`config.mk`:
```
export PLATFORM = sky130hd
export DESIGN_NAME = fpu_ss_wb_arbiter_flat
export DESIGN_NICKNAME = d
export VERILOG_FILES = /design/src/rtl/fpu_ss_wb_arbiter_if.sv /design/src/rtl/fpu_ss_wb_arbiter.sv /design/src/flat_wrapper.sv
export SDC_FILE = /design/constraint.sdc
export NUM_CORES = 1
export LEC_CHECK = 0
export CORE_MARGIN = 10
export CORE_UTILIZATION = 37
export CTS_BUF_LIST = sky130_fd_sc_hd__clkbuf_8
export CTS_CLUSTER_DIAMETER = 150
export DETAILED_ROUTE_END_ITERATION = 10
export GPL_TIMING_DRIVEN = 0
export PLACE_DENSITY = 0.89
export SLEW_MARGIN = 25
export SYNTH_ARGS = -nofsm -noshare
export SYNTH_HDL_FRONTEND = slang
export SYNTH_SLANG_ARGS = --single-unit
```
`constraint.sdc`:
```
create_clock -name clk_i -period 2.45 [get_ports clk_i]
set_input_delay 0.3675 -clock clk_i [delete_from_list [all_inputs] [get_ports clk_i]]
set_output_delay 0.3675 -clock clk_i [all_outputs]
set_load 0.01 [all_outputs]
```
`src/rtl/fpu_ss_wb_arbiter_if.sv`:
```
// Writeback bus between the FPU subsystem result producers and the regfile/core.
// The arbiter takes the slave view; producers and the core together form the master view.
interface fpu_ss_wb_arbiter_if;
  logic        fpu_valid_i;
  logic        fpu_ready_o;
  logic [31:0] fpu_data_i;
  logic [4:0]  fpu_rd_i;
  logic        fpu_rd_is_fp_i;
  logic [31:0] fpu_hart_id_i;

  logic        mem_valid_i;
  logic        mem_ready_o;
  logic [31:0] mem_data_i;
  logic [4:0]  mem_rd_i;

  logic        dir_valid_i;
  logic        dir_ready_o;
  logic [31:0] dir_data_i;
  logic [4:0]  dir_rd_i;
  logic [31:0] dir_hart_id_i;

  logic        fpr_we_o;
  logic [4:0]  fpr_waddr_o;
  logic [31:0] fpr_wdata_o;

  logic        c_p_valid_o;
  logic        c_p_ready_i;
  logic [31:0] c_p_data_o;
  logic [4:0]  c_p_rd_o;
  logic [31:0] c_p_hart_id_o;

  modport slave (
    input  fpu_valid_i, fpu_data_i, fpu_rd_i, fpu_rd_is_fp_i, fpu_hart_id_i,
    input  mem_valid_i, mem_data_i, mem_rd_i,
    input  dir_valid_i, dir_data_i, dir_rd_i, dir_hart_id_i,
    input  c_p_ready_i,
    output fpu_ready_o, mem_ready_o, dir_ready_o,
    output fpr_we_o, fpr_waddr_o, fpr_wdata_o,
    output c_p_valid_o, c_p_data_o, c_p_rd_o, c_p_hart_id_o
  );

  modport master (
    output fpu_valid_i, fpu_data_i, fpu_rd_i, fpu_rd_is_fp_i, fpu_hart_id_i,
    output mem_valid_i, mem_data_i, mem_rd_i,
    output dir_valid_i, dir_data_i, dir_rd_i, dir_hart_id_i,
    output c_p_ready_i,
    input  fpu_ready_o, mem_ready_o, dir_ready_o,
    input  fpr_we_o, fpr_waddr_o, fpr_wdata_o,
    input  c_p_valid_o, c_p_data_o, c_p_rd_o, c_p_hart_id_o
  );
endinterface

```
`src/rtl/fpu_ss_wb_arbiter.sv`:
```
// Arbitrates fpnew, load and direct results onto the FP regfile write port (combinational)
// and the registered C-response channel, with fixed priority plus starvation aging per port.
module fpu_ss_wb_arbiter #(
  parameter int unsigned STARVE_LIMIT = 4
) (
  input logic                 clk_i,
  input logic                 rst_i,
  fpu_ss_wb_arbiter_if.slave  bus
);

  localparam logic [3:0] AgeLimit = 4'(STARVE_LIMIT);
  localparam bit         AgingEn  = (STARVE_LIMIT != 0);

  typedef enum logic [1:0] {
    SRC_NONE,
    SRC_FPU,
    SRC_DIR
  } int_src_e;

  logic [3:0]  fp_age_q, fp_age_d;
  logic [3:0]  int_age_q, int_age_d;
  logic        c_p_valid_q, c_p_valid_d;
  logic [31:0] c_p_data_q, c_p_data_d;
  logic [4:0]  c_p_rd_q, c_p_rd_d;
  logic [31:0] c_p_hart_q, c_p_hart_d;

  logic     fpu_fp_req, fpu_int_req, mem_req, dir_req;
  logic     fp_flip, int_flip, can_load;
  logic     gnt_mem, gnt_fpu_fp, gnt_fpu_int, gnt_dir;
  int_src_e int_src;

  assign fpu_fp_req  = bus.fpu_valid_i & bus.fpu_rd_is_fp_i;
  assign fpu_int_req = bus.fpu_valid_i & ~bus.fpu_rd_is_fp_i;
  assign mem_req     = bus.mem_valid_i;
  assign dir_req     = bus.dir_valid_i;

  // A saturated counter inverts priority until the starved source is served.
  assign fp_flip  = AgingEn && (fp_age_q == AgeLimit);
  assign int_flip = AgingEn && (int_age_q == AgeLimit);

  assign gnt_mem    = ~rst_i & mem_req & ~(fpu_fp_req & fp_flip);
  assign gnt_fpu_fp = ~rst_i & fpu_fp_req & (~mem_req | fp_flip);

  // The output register refills in the same cycle it drains, giving full throughput.
  assign can_load    = ~c_p_valid_q | bus.c_p_ready_i;
  assign gnt_fpu_int = ~rst_i & can_load & fpu_int_req & (~dir_req | ~int_flip);
  assign gnt_dir     = ~rst_i & can_load & dir_req & (~fpu_int_req | int_flip);

  assign int_src = gnt_fpu_int ? SRC_FPU : (gnt_dir ? SRC_DIR : SRC_NONE);

  assign bus.fpu_ready_o = gnt_fpu_fp | gnt_fpu_int;
  assign bus.mem_ready_o = gnt_mem;
  assign bus.dir_ready_o = gnt_dir;

  // NOTE: every output of a combinational block gets a default first so no path infers a latch.
  always_comb begin
    bus.fpr_we_o    = gnt_mem | gnt_fpu_fp;
    bus.fpr_waddr_o = '0;
    bus.fpr_wdata_o = '0;
    if (gnt_mem) begin
      bus.fpr_waddr_o = bus.mem_rd_i;
      bus.fpr_wdata_o = bus.mem_data_i;
    end else if (gnt_fpu_fp) begin
      bus.fpr_waddr_o = bus.fpu_rd_i;
      bus.fpr_wdata_o = bus.fpu_data_i;
    end
  end

  always_comb begin
    fp_age_d = fp_age_q;
    if (gnt_fpu_fp) begin
      fp_age_d = '0;
    end else if (fpu_fp_req && (fp_age_q < AgeLimit)) begin
      fp_age_d = fp_age_q + 4'd1;
    end
  end

  // dir only ages in cycles where the register could actually have taken it.
  always_comb begin
    int_age_d = int_age_q;
    if (gnt_dir) begin
      int_age_d = '0;
    end else if (dir_req && can_load && (int_age_q < AgeLimit)) begin
      int_age_d = int_age_q + 4'd1;
    end
  end

  always_comb begin
    c_p_valid_d = c_p_valid_q;
    c_p_data_d  = c_p_data_q;
    c_p_rd_d    = c_p_rd_q;
    c_p_hart_d  = c_p_hart_q;
    unique case (int_src)
      SRC_FPU: begin
        c_p_valid_d = 1'b1;
        c_p_data_d  = bus.fpu_data_i;
        c_p_rd_d    = bus.fpu_rd_i;
        c_p_hart_d  = bus.fpu_hart_id_i;
      end
      SRC_DIR: begin
        c_p_valid_d = 1'b1;
        c_p_data_d  = bus.dir_data_i;
        c_p_rd_d    = bus.dir_rd_i;
        c_p_hart_d  = bus.dir_hart_id_i;
      end
      default: begin
        if (c_p_valid_q && bus.c_p_ready_i) begin
          c_p_valid_d = 1'b0;
          c_p_data_d  = '0;
          c_p_rd_d    = '0;
          c_p_hart_d  = '0;
        end
      end
    endcase
  end

  // NOTE: state registers use non-blocking assignments so all flops update from pre-edge values.
  always_ff @(posedge clk_i) begin
    if (rst_i) begin
      fp_age_q    <= '0;
      int_age_q   <= '0;
      c_p_valid_q <= 1'b0;
      c_p_data_q  <= '0;
      c_p_rd_q    <= '0;
      c_p_hart_q  <= '0;
    end else begin
      fp_age_q    <= fp_age_d;
      int_age_q   <= int_age_d;
      c_p_valid_q <= c_p_valid_d;
      c_p_data_q  <= c_p_data_d;
      c_p_rd_q    <= c_p_rd_d;
      c_p_hart_q  <= c_p_hart_d;
    end
  end

  assign bus.c_p_valid_o   = c_p_valid_q;
  assign bus.c_p_data_o    = c_p_data_q;
  assign bus.c_p_rd_o      = c_p_rd_q;
  assign bus.c_p_hart_id_o = c_p_hart_q;

endmodule

```
`src/flat_wrapper.sv`:
```
// flat-port wrapper written by rule: the top's interface ports become plain ports
module fpu_ss_wb_arbiter_flat 
#(
  parameter int unsigned STARVE_LIMIT = 4
)
  (clk_i, rst_i, bus_fpu_valid_i, bus_fpu_data_i, bus_fpu_rd_i, bus_fpu_rd_is_fp_i, bus_fpu_hart_id_i, bus_mem_valid_i, bus_mem_data_i, bus_mem_rd_i, bus_dir_valid_i, bus_dir_data_i, bus_dir_rd_i, bus_dir_hart_id_i, bus_c_p_ready_i, bus_fpu_ready_o, bus_mem_ready_o, bus_dir_ready_o, bus_fpr_we_o, bus_fpr_waddr_o, bus_fpr_wdata_o, bus_c_p_valid_o, bus_c_p_data_o, bus_c_p_rd_o, bus_c_p_hart_id_o);
  fpu_ss_wb_arbiter_if bus_i ();
  input logic clk_i;
  input logic rst_i;
  input wire logic [$bits(bus_i.fpu_valid_i)-1:0] bus_fpu_valid_i;
  input wire logic [$bits(bus_i.fpu_data_i)-1:0] bus_fpu_data_i;
  input wire logic [$bits(bus_i.fpu_rd_i)-1:0] bus_fpu_rd_i;
  input wire logic [$bits(bus_i.fpu_rd_is_fp_i)-1:0] bus_fpu_rd_is_fp_i;
  input wire logic [$bits(bus_i.fpu_hart_id_i)-1:0] bus_fpu_hart_id_i;
  input wire logic [$bits(bus_i.mem_valid_i)-1:0] bus_mem_valid_i;
  input wire logic [$bits(bus_i.mem_data_i)-1:0] bus_mem_data_i;
  input wire logic [$bits(bus_i.mem_rd_i)-1:0] bus_mem_rd_i;
  input wire logic [$bits(bus_i.dir_valid_i)-1:0] bus_dir_valid_i;
  input wire logic [$bits(bus_i.dir_data_i)-1:0] bus_dir_data_i;
  input wire logic [$bits(bus_i.dir_rd_i)-1:0] bus_dir_rd_i;
  input wire logic [$bits(bus_i.dir_hart_id_i)-1:0] bus_dir_hart_id_i;
  input wire logic [$bits(bus_i.c_p_ready_i)-1:0] bus_c_p_ready_i;
  output wire logic [$bits(bus_i.fpu_ready_o)-1:0] bus_fpu_ready_o;
  output wire logic [$bits(bus_i.mem_ready_o)-1:0] bus_mem_ready_o;
  output wire logic [$bits(bus_i.dir_ready_o)-1:0] bus_dir_ready_o;
  output wire logic [$bits(bus_i.fpr_we_o)-1:0] bus_fpr_we_o;
  output wire logic [$bits(bus_i.fpr_waddr_o)-1:0] bus_fpr_waddr_o;
  output wire logic [$bits(bus_i.fpr_wdata_o)-1:0] bus_fpr_wdata_o;
  output wire logic [$bits(bus_i.c_p_valid_o)-1:0] bus_c_p_valid_o;
  output wire logic [$bits(bus_i.c_p_data_o)-1:0] bus_c_p_data_o;
  output wire logic [$bits(bus_i.c_p_rd_o)-1:0] bus_c_p_rd_o;
  output wire logic [$bits(bus_i.c_p_hart_id_o)-1:0] bus_c_p_hart_id_o;
  assign bus_i.fpu_valid_i = bus_fpu_valid_i;
  assign bus_i.fpu_data_i = bus_fpu_data_i;
  assign bus_i.fpu_rd_i = bus_fpu_rd_i;
  assign bus_i.fpu_rd_is_fp_i = bus_fpu_rd_is_fp_i;
  assign bus_i.fpu_hart_id_i = bus_fpu_hart_id_i;
  assign bus_i.mem_valid_i = bus_mem_valid_i;
  assign bus_i.mem_data_i = bus_mem_data_i;
  assign bus_i.mem_rd_i = bus_mem_rd_i;
  assign bus_i.dir_valid_i = bus_dir_valid_i;
  assign bus_i.dir_data_i = bus_dir_data_i;
  assign bus_i.dir_rd_i = bus_dir_rd_i;
  assign bus_i.dir_hart_id_i = bus_dir_hart_id_i;
  assign bus_i.c_p_ready_i = bus_c_p_ready_i;
  assign bus_fpu_ready_o = bus_i.fpu_ready_o;
  assign bus_mem_ready_o = bus_i.mem_ready_o;
  assign bus_dir_ready_o = bus_i.dir_ready_o;
  assign bus_fpr_we_o = bus_i.fpr_we_o;
  assign bus_fpr_waddr_o = bus_i.fpr_waddr_o;
  assign bus_fpr_wdata_o = bus_i.fpr_wdata_o;
  assign bus_c_p_valid_o = bus_i.c_p_valid_o;
  assign bus_c_p_data_o = bus_i.c_p_data_o;
  assign bus_c_p_rd_o = bus_i.c_p_rd_o;
  assign bus_c_p_hart_id_o = bus_i.c_p_hart_id_o;
  fpu_ss_wb_arbiter #(.STARVE_LIMIT(STARVE_LIMIT)) u_core (.clk_i(clk_i), .rst_i(rst_i), .bus(bus_i));
endmodule
```
* Word level (Yosys, flattened, before mapping) *
Cells that the tools add are included.
W data, S select, Z words.

storage, ports and cells
  bits in registers = 78
  latch bits = 0
  memory bits (writable) = 0
  memory bits (read-only) = 0
  bits of input ports = 182
  memories kept = 0

cells by class
  add/subtract/negate cells = 2
  multiply operators = 0
  divide/modulo/power cells = 0
  order comparisons = 2
  equality and inequality tests = 4
  shift-type cells = 0
  mux-type cells = 13
  bitwise gates (word level) = 26
  reduce and logical (&&, ||, !) cells = 9

operators with widths
  kind                   number
  $pmux W32 S2           2
  $mux W32               3
  $mux W5                3
  $and A1 B1 Y1          12
  $pmux W5 S2            1
  $add A4 B1 Y4 const B  2
  $eq A4 B3 Y1 const B   2
  $lt A4 B3 Y1 const B   2
  $not A1 Y1             8
  $or A1 B1 Y1           6
  $reduce_or A2 Y1       3
  $logic_and A1 B1 Y1    4
  $mux W2                2
  $reduce_bool A3 Y1     1
  $eq A2 B1 Y1 const B   1
  $eq A2 B2 Y1 const B   1
  $mux W1                2
  $reduce_bool A2 Y1     1

* Depth between registers and ports, before layout *
  depth in word-level cells = 10
  depth in mapped cells = 8
  depth with buffers taken out = 6

* Worst setup path after synthesis *
Ideal clock, no wire load.

  path kind = reg2out
  from = reg u_core.fp_age_q[0]
  to = out bus_fpr_wdata_o[16]
  data arrival time = 1.620 ns
  data required time = 2.082 ns
  slack = 0.462 ns
  cell stages (with the launch flop) = 9
  path buffers = 2
  path through = dfxtp_1 inv_1 ha_1 nand3b_1 nor2_1 nor3b_1 buf_2 buf_1 a22o_1

between the ends
  longest elaborated chain between the ends = 5
  elaborated cells between the ends (all ways) = 8

RTL lines
  item                                                  line                                              source
  start: declaration                                    fpu_ss_wb_arbiter.sv:20                           logic [3:0] fp_age_q, fp_age_d;
  start signal: assignment                              fpu_ss_wb_arbiter.sv:127                          fp_age_q <= fp_age_d;
  $eq A4 B3 Y1 *                                        fpu_ss_wb_arbiter.sv:38                           assign fp_flip = AgingEn && (fp_age_q == AgeLimit);
  $or A1 B1 Y1 / $and A1 B1 Y1 (equally long branches)  fpu_ss_wb_arbiter.sv:42, fpu_ss_wb_arbiter.sv:41
  $and A1 B1 Y1 / $not A1 Y1 (equally long branches)    fpu_ss_wb_arbiter.sv:42, fpu_ss_wb_arbiter.sv:41
  $mux W32 / $and A1 B1 Y1 (equally long branches)      fpu_ss_wb_arbiter.sv:63, fpu_ss_wb_arbiter.sv:41
  $mux W32 *                                            fpu_ss_wb_arbiter.sv:60                           if (gnt_mem) begin
  end: declaration                                      flat_wrapper.sv:28                                output wire logic [$bits(bus_i.fpr_wdata_o)-1:0] bus_fpr_wdata_o;

Every way passes the cells marked *; elsewhere a longest branch is shown, timed or not.

* Worst setup path after layout *
  from = reg u_core.fp_age_q[0]
  to = out bus_fpr_wdata_o[5]

The elaborated chain is that of the path after synthesis.

==> impl_metrics.yaml <==
power_and_ir_drop:
  p_leak_nw: 2.77
  p_int_mw: 2.61
  peakVddDrop_mv: 0.316
  power.density_mw_per_mm2: 485
  p_sw_mw: 1.11
  switching_share_pct: 29.8
  seq_power_share_pct: 38.7
  total_power_mw: 3.72
  pwr-share-clk_pct: 26.7
  power_frac_comb_pct: 34.6
timing:
  holdWs_ns: 0.505
  setup_viol: 0
  rsz0062_at_grt: "yes"
  fin_skew_ns: 0.00774
  slew_headroom_pct: 48.7
  slew_viol_final: 0
  fin_crit_ns: 2.38
  finalHoldViolCount: 0
  timing.final.ws_setup_ns: 0.0682
  fmax_mhz: 420
  period_share_pct: 97.2
  tightest_slew_ns: 0.770
cells_and_area:
  final_cells: 890
  area_growth_pct: 80.6
  diodes: 0
  fin_nets: 928
  drive_above_1_share_pct: 23.8
  nFillCells: 857
  finish.instance_area_mm2: 0.00767
synth:
  netlist_area_mm2: 0.00425
  synth_area_leaders: "dfxtp_1, a211oi_2, a22oi_1, nor3_1, a22o_1"
  synth_seq_cells: 78
  synth_warnings: 0
  synth_top_cell_by_area: "dfxtp_1"
  syn_inst: 427
  yosysMostFrequentCell: "dfxtp_1"
  synth_top_area_share_pct: 36.8
  syn_nets: 613
  synthTopCellsByCount: "dfxtp_1, nor3_1, a22oi_1, a211oi_2, a22o_1"
  syn_avg_cell_area_um2: 9.94
  synthFlopType: "dfxtp_1"
  seq_area_frac_synth_pct: 36.8
  synth_cell_types: 33
  ys_async_sr_fraction_pct: 0
  synth_edf_count: 0
clock_tree:
  cts_sinks: 78
  cts-root-buf: "clkbuf_8"
  numCtsBuffers: 9
  cts_tree: "done"
  cts_hold_buf: 0
  cts_max_path_buffers: 2
  clk_latency_ns: 0.35
  htreeDepth: 3
  clkTransAtPathRegs_ns: 0.08
floorplan:
  die_h_um: 127
  coreArea_mm2: 0.0113
  die_width_um: 127
  num_rows: 39
  num_io_pins: 293
  dieArea_mm2: 0.0162
  start_util_pct: 37.5
setup_path:
  r2r_setup_slack_ns: 0.22
  slowest_delay_ns: 0.35
  end_kind: "output port"
  required_ns: 2.08
  crit_arrival_ns: 2.01
  ff2ff_path_depth: 8
  crit_type: "reg2out"
  cp_slowest_cell: "dfxtp_2"
  worstPathMaxFanout: 6
  crit_chain: "inv_2, ha_4, nand3b_1, nor2_2, nor3b_4, buf_8, buf_12, a22o_1, clkdlybuf4s15_2"
  crit_path_start_kind: "flip-flop"
placed_design:
  post-place-ws_ns: -0.984
  dp.cells: 861
  hpwl_um: 16100
  io_buffers: 291
  place.gp.congestion: 0.912
  place_area_mm2: 0.00734
routing:
  vias_per_cell: 5.59
  drc: 0
  vias: 4978
  routedWlPerCell_um: 22.8
  drtAntennaViolNets: 0
  drt_iter0_drc: 428
  dr.pass1.iters: 5
  wirelength_um: 20300
status:
  status: "completed"
global_route:
  grt_max_degree: 13
  grt_pass1_vias: 5363
  antenna_found_initial: 0
  gr-total-overflow: 0
  grt_pass1_wl_um: 30400
  track_usage_pct: 23.3
min_path:
  hold_path_class: "reg2reg"
  hold_depth: 2
flow_run:
  maxCapViolCount: 0
power groups by stage:
stage                     Combinational, mW  Sequential [mW]  Clock (mW)
after global routing                   1.37             1.45        1.06
after CTS                              1.28             1.44        1.01
after floorplan                       0.497             1.51           0
final                                  1.29             1.44       0.993
after detailed placement               1.27             1.47           0
after global placement                 1.23             1.46           0
cell families (layout without fill, tap and decap cells):
| logic type | Yosys count | count (layout) | synth area share (%) |
|---|---|---|---|
| AND/OR/NAND/NOR | 99 | 99 | 12.9 |
| buffers and inverters | 61 | 381 | 7.52 |
| AO/OA/AOI/OAI | 181 | 181 | 40.7 |
| adder cells (fa/ha/maj) | 4 | 4 | 1.18 |
| flip-flops | 78 | 78 | 36.8 |
| multiplexers | 2 | 2 | 0.472 |
| XOR/XNOR | 2 | 2 | 0.413 |
cell usage in the layout, fill, tap and decap left out, drive strengths merged:
master	instances
buf	64
clkdlybuf4s15	3
a2111oi	1
nor2	8
and2	1
a22oi	69
dfxtp	78
nor3	75
nor3b	2
ha	4
a21oi	4
nor2b	3
and4b	1
nor4	2
nand2	1
a22o	37
clkbuf	50
a211oi	70
clkdlybuf4s50	249
nand2b	1
xnor2	2
bufinv	1
nand3b	2
dlymetal6s2s	1
or2	3
dlygate4sd2	3
clkinv	3
mux2i	2
inv	7
worst paths after layout:
| path | endpoint | start |
|---|---|---|
| worst min-delay path | u_core.fp_age_q[3] | u_core.fp_age_q[3] |
| worst max-delay path | bus_fpr_wdata_o[5] | u_core.fp_age_q[0] |
| worst max register to register | u_core.bus.c_p_data_o[18] | u_core.int_age_q[0] |
| worst min register to register | u_core.fp_age_q[3] | u_core.fp_age_q[3] |
flip-flops by register name, indices dropped and copies added, names as in the netlist:
signal / cells
u_core.fp_age_q: 4
u_core.bus.c_p_data_o: 32
u_core.int_age_q: 4
u_core.bus.c_p_valid_o: 1
u_core.bus.c_p_hart_id_o: 32
u_core.bus.c_p_rd_o: 5
routing by layer:
layer	vias to the layer above	GRT usage (%)	wire length [µm]
met4	0	7.43	469
met1	2401	25.2	7670
met2	236	42.7	10700
li1	2309	-	-
met3	32	6.45	1480
met5	-	0	0
layout make-up:
| type | instances | area, µm² | share of cell area, % |
|---|---|---|---|
| buffer | 54 | 364 | 4.75 |
| clock buffer | 11 | 151 | 1.97 |
| clock inverter | 5 | 48.8 | 0.637 |
| inverter | 6 | 22.5 | 0.294 |
| multi-input combinational | 288 | 2420 | 31.5 |
| sequential | 78 | 1570 | 20.4 |
| tap | 143 | 179 | 2.33 |
| timing repair buffer | 305 | 2920 | 38.1 |
repair_timing:
item	CTS	global route
cloned	0	2
buffers inserted	10	4
endpoints found under the setup margin	40	65
resized for setup	146	49
pin swaps	5	10
through the flow:
stage	setup TNS, ns	utilization, %
after global routing	-0.0778	67.7
final	0	67.7
after global placement	-36.34	64.8
after CTS	-0.206	67.3
after detailed placement	-37.10	64.8
after floorplan	0	-
critical path: cells and delay by family, from the launching register on:
kind,cells,cell delay (ns)
buffers and inverters,4,0.58
AND/OR/NAND/NOR,3,0.47
flip-flops,1,0.35
adder cells (fa/ha/maj),1,0.14
AO/OA/AOI/OAI,1,0.13
Note: power is estimated with default switching activity, not from simulation.
